**config.mk**
```make
export PLATFORM = sky130hd
export DESIGN_NAME = fifo_occupancy_tracker
export DESIGN_NICKNAME = d
export VERILOG_FILES = /design/src/rtl/fifo_occupancy_tracker.sv
export SDC_FILE = /design/constraint.sdc
export NUM_CORES = 1
export LEC_CHECK = 0
export BUFFER_PORTS_ARGS = -buffer_cell sky130_fd_sc_hd__buf_2
export CORE_MARGIN = 4
export CORE_UTILIZATION = 55
export CTS_CLUSTER_SIZE = 25
export DETAILED_ROUTE_END_ITERATION = 8
export GPL_TIMING_DRIVEN = 0
export PLACE_DENSITY = 0.92
export SLEW_MARGIN = 40
export SYNTH_ARGS = -nofsm -noshare
export SYNTH_HDL_FRONTEND = slang
export SYNTH_SLANG_ARGS = --single-unit
```
**constraint.sdc**
```tcl
create_clock -name clk -period 10.7 [get_ports clk]
set_clock_uncertainty 0.15 [all_clocks]
set_input_delay 2.675 -clock clk [delete_from_list [all_inputs] [get_ports clk]]
set_output_delay 2.675 -clock clk [all_outputs]
set_load 0.02 [all_outputs]
```
**src/rtl/fifo_occupancy_tracker.sv**
```systemverilog
// Occupancy counter for a scratchpad FIFO: multi-word push/pop per cycle,
// saturating or modulo-(DEPTH+1) overflow handling, thresholds, sticky errors and a high-water mark.
module fifo_occupancy_tracker #(
  parameter int DEPTH    = 8,
  parameter int CNT_W    = $clog2(DEPTH + 1),
  parameter int STEP_W   = 2,
  parameter bit SATURATE = 1'b1
) (
  input  logic              clk,
  input  logic              reset,
  input  logic              clear,
  input  logic              inc,
  input  logic [STEP_W-1:0] inc_amt,
  input  logic              dec,
  input  logic [STEP_W-1:0] dec_amt,
  input  logic [CNT_W-1:0]  af_thresh,
  input  logic [CNT_W-1:0]  ae_thresh,
  input  logic              err_clr,
  output logic [CNT_W-1:0]  count,
  output logic [CNT_W-1:0]  peak,
  output logic              empty,
  output logic              full,
  output logic              almost_empty,
  output logic              almost_full,
  output logic              overflow,
  output logic              underflow
);

  // Two guard bits over the wider operand keep count+step and count-step exact.
  localparam int SUM_W = ((CNT_W > STEP_W) ? CNT_W : STEP_W) + 2;
  localparam logic signed [SUM_W-1:0] DEPTH_S  = SUM_W'(DEPTH);
  localparam logic signed [SUM_W-1:0] MODULUS  = SUM_W'(DEPTH + 1);
  localparam logic [CNT_W-1:0]        DEPTH_C  = CNT_W'(DEPTH);

  logic signed [SUM_W-1:0] add_term;
  logic signed [SUM_W-1:0] sub_term;
  logic signed [SUM_W-1:0] count_ext;
  logic signed [SUM_W-1:0] sum;
  logic                    ovf_evt;
  logic                    udf_evt;
  logic [CNT_W-1:0]        count_nxt;
  logic [CNT_W-1:0]        peak_nxt;

  always_comb begin
    add_term  = inc ? signed'({{(SUM_W - STEP_W){1'b0}}, inc_amt}) : '0;
    sub_term  = dec ? signed'({{(SUM_W - STEP_W){1'b0}}, dec_amt}) : '0;
    count_ext = signed'({{(SUM_W - CNT_W){1'b0}}, count});
    sum       = count_ext + add_term - sub_term;
    ovf_evt   = (sum > DEPTH_S);
    udf_evt   = sum[SUM_W-1];
    count_nxt = CNT_W'(sum);
    if (ovf_evt) begin
      count_nxt = SATURATE ? DEPTH_C : CNT_W'(sum - MODULUS);
    end else if (udf_evt) begin
      count_nxt = SATURATE ? '0 : CNT_W'(sum + MODULUS);
    end
    peak_nxt = (count_nxt > peak) ? count_nxt : peak;
  end

  // State moves on the falling edge to line up with the FIFO pointer logic.
  always_ff @(negedge clk or posedge reset) begin
    if (reset) begin
      count     <= '0;
      peak      <= '0;
      overflow  <= 1'b0;
      underflow <= 1'b0;
    end else begin
      if (clear) begin
        count <= '0;
        peak  <= '0;
      end else begin
        count <= count_nxt;
        peak  <= peak_nxt;
      end
      // A fresh error on the err_clr edge wins; clear never raises an error.
      overflow  <= (overflow  & ~err_clr) | (ovf_evt & ~clear);
      underflow <= (underflow & ~err_clr) | (udf_evt & ~clear);
    end
  end

  assign empty        = (count == '0);
  assign full         = (count == DEPTH_C);
  assign almost_empty = (count <= ae_thresh);
  assign almost_full  = (count >= af_thresh);

endmodule

```
Word level (Yosys, flattened, before mapping)

Index checks and enable logic that the tools add are counted.

Register bits after elaboration: 10
Input bits: 18

Add/sub/neg operators: 2
$lt $le $gt $ge: 4
Eq/ne operators: 1
Multiplexer cells: 7
Bitwise logic cells: 8
Reduce and logical (&&, ||, !) cells: 2

Operators with widths:

| operator             | count |
|---|---|
| $mux W4              | 5 |
| $gt A6 B5 Y1 const B | 1 |
| $sub A5 B2 Y6        | 1 |
| $add A4 B2 Y5        | 1 |
| $and A1 B1 Y1        | 4 |
| $eq A4 B4 Y1 const B | 1 |
| $ge A4 B4 Y1         | 1 |
| $gt A4 B4 Y1         | 1 |
| $le A4 B4 Y1         | 1 |
| $logic_not A4 Y1     | 1 |
| $mux W2              | 2 |
| $not A1 Y1           | 2 |
| $or A1 B1 Y1         | 2 |
| $reduce_bool A2 Y1   | 1 |

Longest topological paths before layout

Gate-level depths: netlist (run 1).

Depth after elaboration: 8
Depth in mapped cells: 17

==> flow_summary.toml, run 1 <==
[clock_network]
clkTransAtPathRegs_ns = 0.04
cts_tree = "done"
insertion_delay_ns = 0.27
cts_hold_buf = 0
clock_sinks = 10
cts-root-buf = "clkbuf_4"
htreeDepth = 1
cts_made_buffers = 3
clockBufferDepth = 2

[placed_design]
hpwl_um = 1880
place_congestion = 0.822
io_buffers = 31
placedCellCount = 175
postPlaceCellArea_mm2 = 0.00131

[status]
status = "complete, but fails checks"
violations = "setup timing"

[synth]
ys_types = 31
synth_xor_area_frac = 0.0405
synth_cells = 119
synth_compound_area_frac = 0.186
synth_mux_area_frac = 0
synth_nets = 159
syn-cell-area_mm2 = 0.00108
synth_edf_count = 0
syn_area_per_cell_um2 = 9.09
synth_fa_ha_area_frac = 0.268
synth_async_sr_flop_share = 1.00
ys_seq_area_frac = 0.231
synth-seq-cells = 10
synth_top_family_by_area = "adder cells"
yosys_warnings = 0
synth-simple-area-share = 0.187
synth_flop_cell = "dfrtn_1"

[global_route]
antenna_found_initial = 0
grt_start_max_net_pins = 11
grt_overflow_total = 0
grt_pass1_wl_um = 4260
grt_pass1_vias = 1020
grtUsageTotal = 0.210

[worst_setup_path]
worstRegToRegCells = 15
critical_path_class = "primary input to flop"
end_kind = "flop"
crit_fanout = 8
cp.required_ns = 5.29
crit_arrival_ns = 5.66
critPathLaunchType = "primary input"

[sta]
maxSlewHeadroom = 0.619
setup_slack_ns = -0.372
totalNegativeSetupSlack_ns = -1.19
finalSetupViolCount = 4
whs_ns = 0.346
worst_slew_pin_slew_ns = 0.571
rsz0062_at_grt = "yes"
finalMaxSlewViolations = 0
hold_viol_final = 0

[drt]
drtIter0Drc = 29
first_pass_iters = 4
routed_wl_um = 3110
postRouteAntennaNets = 0
num_vias = 1056
drc = 0
avgRoutedWirePerCell_um = 16.5
vias_per_cell = 5.62

[floorplanning]
ioPinCount = 32
die_w_um = 52.4
die_h_um = 52.4
dieArea_mm2 = 0.00274
initial_core_util = 0.601
rows = 15
core-area_mm2 = 0.00180

[run]
cap_violations = 0

[cells_and_area]
final_common_cell = "buf_2"
final_nets = 205
fillers = 94
finalInstanceArea_mm2 = 0.00154
antennaDiodeCount = 0
instances_no_fill = 188
layout_common_cells = "29 x buf_2, 21 x inv_1, 14 x ha_1"
area.growth.synth_to_final_pct = 42.5
drive_gt1_frac = 0.466

[min_path]
hold_class = "flop to flop"
whs_path_depth = 2
cell type report:
type / instances / area (um2) / area share
buffer: 1 / 3.75 / 0.00243
multi-input combinational: 84 / 896 / 0.581
clock buffer: 3 / 22.5 / 0.0146
inverter: 24 / 92.6 / 0.0600
timing repair buffer: 41 / 246 / 0.160
tap: 25 / 31.3 / 0.0203
sequential: 10 / 250 / 0.162
stage by stage:
step | util | setup WS (ns)
6_report | 0.856 | -0.372
5_1_grt | 0.856 | -0.426
4_1_cts | 0.806 | -0.274
3_5_place_dp | 0.726 | -0.796
3_3_place_gp | 0.726 | -0.668
2_1_floorplan | - | -0.401
logic make-up after synthesis:
logic type	Yosys count
AO/OA/AOI/OAI	22
XOR/XNOR	5
adder cells (fa/ha/maj)	22
buffers and inverters	25
flip-flops	10
AND/OR/NAND/NOR	35
per-layer routing:
metal  wire length, um  track usage  vias up
met5                 0            0        -
met4                38        0.106        0
met3               151       0.0313        6
met2              1630        0.388       44
met1              1280        0.225      516
li1                  -            -      490
Yosys cell counts, drive strengths merged, types with 2 or more instances:
| cell | instances | share of area |
|---|---|---|
| a21oi | 7 | 0.032 |
| and3 | 2 | 0.012 |
| nand3b | 3 | 0.021 |
| ha | 20 | 0.23 |
| fa | 2 | 0.037 |
| and2 | 2 | 0.012 |
| o41ai | 3 | 0.045 |
| nor2 | 9 | 0.038 |
| nand2b | 5 | 0.036 |
| o32ai | 2 | 0.016 |
| xnor2 | 3 | 0.024 |
| xor2 | 2 | 0.016 |
| o21ai | 2 | 0.0092 |
| dfrtn | 10 | 0.23 |
| nor2b | 5 | 0.029 |
| inv | 24 | 0.083 |
| nand2 | 6 | 0.021 |
registers in the layout, summed over array words and instances (netlist names):
signal,flops
count,4
peak,4
underflow,1
overflow,1
final timing paths:
| check | start | to | slack, ns |
|---|---|---|---|
| min in group asynchronous | reset | peak[3]$_DFFE_NP0P_ | 7.47 |
| worst max register to register | count[1]$_DFF_NP0_ | peak[3]$_DFFE_NP0P_ | 7.00 |
| worst max-delay path | dec_amt[1] | peak[3]$_DFFE_NP0P_ | -0.37 |
| max in group asynchronous | reset | count[3]$_DFF_NP0_ | 2.62 |
| worst min register to register | underflow$_DFF_NP0_ | underflow$_DFF_NP0_ | 0.35 |
| worst min-delay path | underflow$_DFF_NP0_ | underflow$_DFF_NP0_ | 0.35 |
worst max-delay path: stages:
cell       delay (ns)
buf_6            0.09
and2_4           0.14
fa_2             0.44
buf_4            0.16
fa_2             0.37
nor2b_4          0.15
o31ai_4          0.10
xnor2_2          0.27
nand2b_4         0.11
nor2_4           0.12
ha_4             0.21
nor2b_4          0.12
o211ai_1         0.26
o2bb2ai_4        0.21
a211o_1          0.17
a21oi_2          0.07
repair_timing:
| action | 4_1_cts | 5_1_grt |
|---|---|---|
| hold endpoints to repair | 0 | 0 |
| resized for setup | 16 | 11 |
| pin swaps | 14 | 15 |
| buffers inserted | 6 | 4 |
| setup endpoints to repair | 4 | 4 |
| gates cloned | 0 | 0 |
Power of run 1 is not shown: default switching activity piles up to over one toggle a cycle in this logic, so the estimate is an artifact.
==> inputs of run 2 (changes only) <==
--- a/config.mk
+++ b/config.mk
@@ -7,11 +7,11 @@
 export LEC_CHECK = 0
 export BUFFER_PORTS_ARGS = -buffer_cell sky130_fd_sc_hd__buf_2
 export CORE_MARGIN = 4
-export CORE_UTILIZATION = 55
+export CORE_UTILIZATION = 46
 export CTS_CLUSTER_SIZE = 25
 export DETAILED_ROUTE_END_ITERATION = 8
 export GPL_TIMING_DRIVEN = 0
-export PLACE_DENSITY = 0.92
+export PLACE_DENSITY = 0.83
 export SLEW_MARGIN = 40
 export SYNTH_ARGS = -nofsm -noshare
 export SYNTH_HDL_FRONTEND = slang
==> constraint.sdc (replaced) <==
create_clock -name clk -period 9.5 [get_ports clk]
set_clock_uncertainty 0.15 [all_clocks]
set_input_delay 2.375 -clock clk [delete_from_list [all_inputs] [get_ports clk]]
set_output_delay 2.375 -clock clk [all_outputs]
set_load 0.02 [all_outputs]
==> flow_summary.toml, run 2 (synthesized netlist as in run 1, its figures left out) <==
[sta]
setup_slack_ns = -0.614
totalNegativeSetupSlack_ns = -2.31
finalSetupViolCount = 4
maxSlewHeadroom = 0.689
worst_slew_pin_slew_ns = 0.467
rsz0062_at_grt = "yes"
finalMaxSlewViolations = 0
hold_viol_final = 0

[clock_network]
cts-root-buf = "clkbuf_4"
cts_tree = "done"
cts_hold_buf = 0
insertion_delay_ns = 0.28
clock_sinks = 10
cts_made_buffers = 3
clkTransAtPathRegs_ns = 0.05
htreeDepth = 1
clockBufferDepth = 2

[drt]
drtIter0Drc = 28
first_pass_iters = 4
vias_per_cell = 5.22
postRouteAntennaNets = 0
drc = 0
avgRoutedWirePerCell_um = 14.5
num_vias = 1007
routed_wl_um = 2790

[cells_and_area]
fillers = 181
layout_common_cells = "29 x buf_2, 23 x inv_1, 16 x ha_1"
final_nets = 207
antennaDiodeCount = 0
final_common_cell = "buf_2"
reg_top3 = "count (4), peak (4)"
area.growth.synth_to_final_pct = 42.2
drive_gt1_frac = 0.430

[run]
cap_violations = 0

[worst_setup_path]
slowest_stage = "fa_2"
crit_arrival_ns = 5.32
crit_fanout = 7
max_stage_delay_ns = 0.54
critical_path_class = "primary input to flop"
cp.required_ns = 4.70
crit_chain = "buf_6 > and2_4 > fa_2 > inv_2 > ha_4 > a211oi_4 > nor2_4 > o21ba_4 > nand2b_4 > nor2_4 > ha_4 > nor2b_2 > o211ai_1 > o2bb2ai_4 > buf_4 > o41ai_2"
end_kind = "flop"
critPathLaunchType = "primary input"

[placed_design]
hpwl_um = 1920
io_buffers = 31
place_congestion = 0.843

[global_route]
met1_usage = 0.197
grtUsageMet3 = 0.0299
grt.busiest_layer = "met2"
grt_overflow_total = 0
antenna_found_initial = 0
grt_pass1_vias = 1055
grt_use_met2 = 0.325
grt_pass1_wl_um = 4590
grt_start_max_net_pins = 11
grtUsageTotal = 0.178

[floorplanning]
die_h_um = 56.5
ioPinCount = 32
die_w_um = 56.5
dieArea_mm2 = 0.00319
rows = 17
core-area_mm2 = 0.00223
initial_core_util = 0.485

[min_path]
hold_class = "flop to flop"

[status]
violations = "setup timing"
status = "complete, but fails checks"
-- run 2: metal layers --
layer | up-vias | wire length (um)
li1 | 490 | -
met1 | 485 | 1090
met2 | 28 | 1500
met3 | 4 | 147
met4 | 0 | 51
met5 | - | 0
-- run 2: repair_timing --
item	in CTS	in global routing
gates resized for setup	11	9
gates cloned	0	0
pin swaps	11	5
endpoints found under the setup margin	4	4
buffers inserted	6	6
-- run 2: layout make-up --
cell class | count | area [um2] | area share
inverter | 24 | 90.1 | 0.0585
sequential | 10 | 250 | 0.163
tap | 28 | 35.0 | 0.0228
buffer | 1 | 3.75 | 0.00244
multi-input combinational | 84 | 876 | 0.569
clock buffer | 3 | 22.5 | 0.0146
timing repair buffer | 43 | 262 | 0.170
-- run 2: final timing paths --
| kind | from | to | slack, ns | cells after the start |
|---|---|---|---|---|
| hold / removal | peak[1]$_DFFE_NP0P_ | peak[1]$_DFFE_NP0P_ | 0.34 | 2 |
| min in group asynchronous | reset | peak[2]$_DFFE_NP0P_ | 6.56 | 2 |
| setup reg to reg | count[1]$_DFF_NP0_ | peak[0]$_DFFE_NP0P_ | 5.83 | 15 |
| hold reg to reg | peak[1]$_DFFE_NP0P_ | peak[1]$_DFFE_NP0P_ | 0.34 | 2 |
| setup / recovery | dec_amt[1] | peak[0]$_DFFE_NP0P_ | -0.61 | 16 |
| max in group asynchronous | reset | count[1]$_DFF_NP0_ | 2.33 | 2 |
-- run 2: worst max-delay path, delay by kind of cell --
kind / cells / cell delay, ns
AOI/OAI and AO/OA: 5 / 1.07
adders and majority gates: 3 / 0.95
buffers and inverters: 3 / 0.30
and+or+nand+nor: 5 / 0.61
-- run 2: metrics by stage --
step	setup slack, ns	hold WS, ns	cells	util	area [um2]
2_1_floorplan	-0.701	0.448	119	-	1120
3_3_place_gp	-0.973	0.327	178	0.587	1310
3_5_place_dp	-1.00	0.338	178	0.587	1310
4_1_cts	-0.581	0.345	187	0.642	1430
5_1_grt	-0.744	0.381	193	0.689	1540
6_report	-0.614	0.344	193	0.689	1540
Power of run 2 is left out for the same reason.
==> inputs of run 3 (changes only) <==
--- a/config.mk
+++ b/config.mk
@@ -12,6 +12,7 @@
 export DETAILED_ROUTE_END_ITERATION = 8
 export GPL_TIMING_DRIVEN = 0
 export PLACE_DENSITY = 0.83
+export SETUP_SLACK_MARGIN = 0.1
 export SLEW_MARGIN = 40
 export SYNTH_ARGS = -nofsm -noshare
 export SYNTH_HDL_FRONTEND = slang
==> flow_summary.toml, run 3 (synthesized netlist as in run 1, its figures left out) <==
[floorplanning]
core-area_mm2 = 0.00223
initial_core_util = 0.485
rows = 17
dieArea_mm2 = 0.00319
ioPinCount = 32
die_h_um = 56.5
die_w_um = 56.5

[global_route]
grt_pass1_wl_um = 4590
grt_start_max_net_pins = 11
grtUsageTotal = 0.178
antenna_found_initial = 0
grt_pass1_vias = 1055
grt_overflow_total = 0

[clock_network]
cts_hold_buf = 0
cts_made_buffers = 3
clkTransAtPathRegs_ns = 0.05
clock_sinks = 10
clockBufferDepth = 2
insertion_delay_ns = 0.28
cts-root-buf = "clkbuf_4"
htreeDepth = 1
cts_tree = "done"

[cells_and_area]
multi_input_area_um2 = 883
finalInstanceArea_mm2 = 0.00155
reg_top3 = "count (4), peak (4)"
area.growth.synth_to_final_pct = 42.9
antennaDiodeCount = 0
final_nets = 207
layout_common_cells = "29 x buf_2, 23 x inv_1, 16 x ha_1"
fillers = 179
seq_area_um2 = 250
final_common_cell = "buf_2"
drive_gt1_frac = 0.436

[sta]
hold_viol_final = 0
rsz0062_at_grt = "yes"
finalMaxSlewViolations = 0
worst_slew_pin_slew_ns = 0.466
maxSlewHeadroom = 0.689
finalSetupViolCount = 4
setup_slack_ns = -0.620

[drt]
num_vias = 1003
postRouteAntennaNets = 0
drc = 0
vias_per_cell = 5.20
routed_wl_um = 2820
first_pass_iters = 4
avgRoutedWirePerCell_um = 14.6
drtIter0Drc = 23

[min_path]
min_from = "peak[1]$_DFFE_NP0P_"
min_to = "peak[1]$_DFFE_NP0P_"
whs_path_depth = 2
hold_class = "flop to flop"

[placed_design]
place_congestion = 0.843
postPlaceCellArea_mm2 = 0.00131
io_buffers = 31
hpwl_um = 1920

[worst_setup_path]
crit_buf_inv = 3
crit_chain = "buf_6 > and2_4 > fa_2 > inv_2 > ha_4 > a211oi_4 > nor2_4 > o21ba_4 > nand2b_4 > nor2_4 > ha_4 > nor2b_2 > o211ai_1 > o2bb2ai_4 > buf_4 > o41ai_2"
cp.required_ns = 4.71
rrSetupSlack_ns = 5.82
max_stage_delay_ns = 0.54
crit_arrival_ns = 5.33
end_kind = "flop"
critPathTopFamily = "compound AO/OA/AOI/OAI gates"
critPathLaunchType = "primary input"
worstRegToRegCells = 15
critical_path_class = "primary input to flop"
r2r_end = "peak[0]$_DFFE_NP0P_"
slowest_stage = "fa_2"
crit_fanout = 7
r2r-start = "count[1]$_DFF_NP0_"

[status]
violations = "setup timing"
status = "complete, but fails checks"

[run]
cap_violations = 0
run 3: cell types whose count changed in the layout (fill, tap and decap cells not counted):
cell    delta
xor2_1     -1
xor2_2     +1
run 3: worst max-delay path by stage:
stage                           from                   to  slack (ns)  cells after the start
after floorplan           dec_amt[1]  peak[3]$_DFFE_NP0P_       -0.70                     15
after global placement    dec_amt[0]  peak[3]$_DFFE_NP0P_       -0.97                     18
after detailed placement  dec_amt[0]  peak[3]$_DFFE_NP0P_       -1.00                     18
after CTS                 dec_amt[1]  peak[3]$_DFFE_NP0P_       -0.58                     16
after global routing      dec_amt[1]  peak[0]$_DFFE_NP0P_       -0.75                     16
final                     dec_amt[1]  peak[0]$_DFFE_NP0P_       -0.62                     16
run 3: worst reg2reg max path, delay by kind of cell, from the launching register on:
kind	cells	cell delay [ns]
and+or+nand+nor	4	0.48
adders and majority gates	3	1.01
DFF	1	0.48
AOI/OAI and AO/OA	5	1.08
buffers and inverters	3	0.32
run 3: repair_timing:
action	4_1_cts	5_1_grt
setup buffers	6	6
setup endpoints to repair	4	5
pin swaps	11	5
gates resized for setup	11	10
run 3: layout make-up:
type | instances | area share
Multi-Input combinational cell | 84 | 0.571
Timing Repair Buffer | 43 | 0.169
Sequential cell | 10 | 0.162
Clock buffer | 3 | 0.0146
Tap cell | 28 | 0.0227
Buffer | 1 | 0.00243
Inverter | 24 | 0.0583
run 3: per-stage QoR:
step / setup TNS [ns] / hold slack (ns) / setup slack, ns / utilization / std cells
floorplan: -2.58 / 0.448 / -0.701 / - / 119
global placement: -3.63 / 0.327 / -0.973 / 0.587 / 178
detailed placement: -3.85 / 0.338 / -1.00 / 0.587 / 178
CTS: -2.19 / 0.345 / -0.581 / 0.642 / 187
global route: -2.84 / 0.381 / -0.746 / 0.692 / 193
finish: -2.33 / 0.344 / -0.620 / 0.692 / 193
run 3: metal layers:
metal,wire length [um],vias to the layer above,global-route usage
met1,1130,469,0.197
met5,0,-,0
met3,166,4,0.0299
li1,-,492,-
met4,51,0,0.0847
met2,1470,38,0.325
Power of run 3 is left out for the same reason.
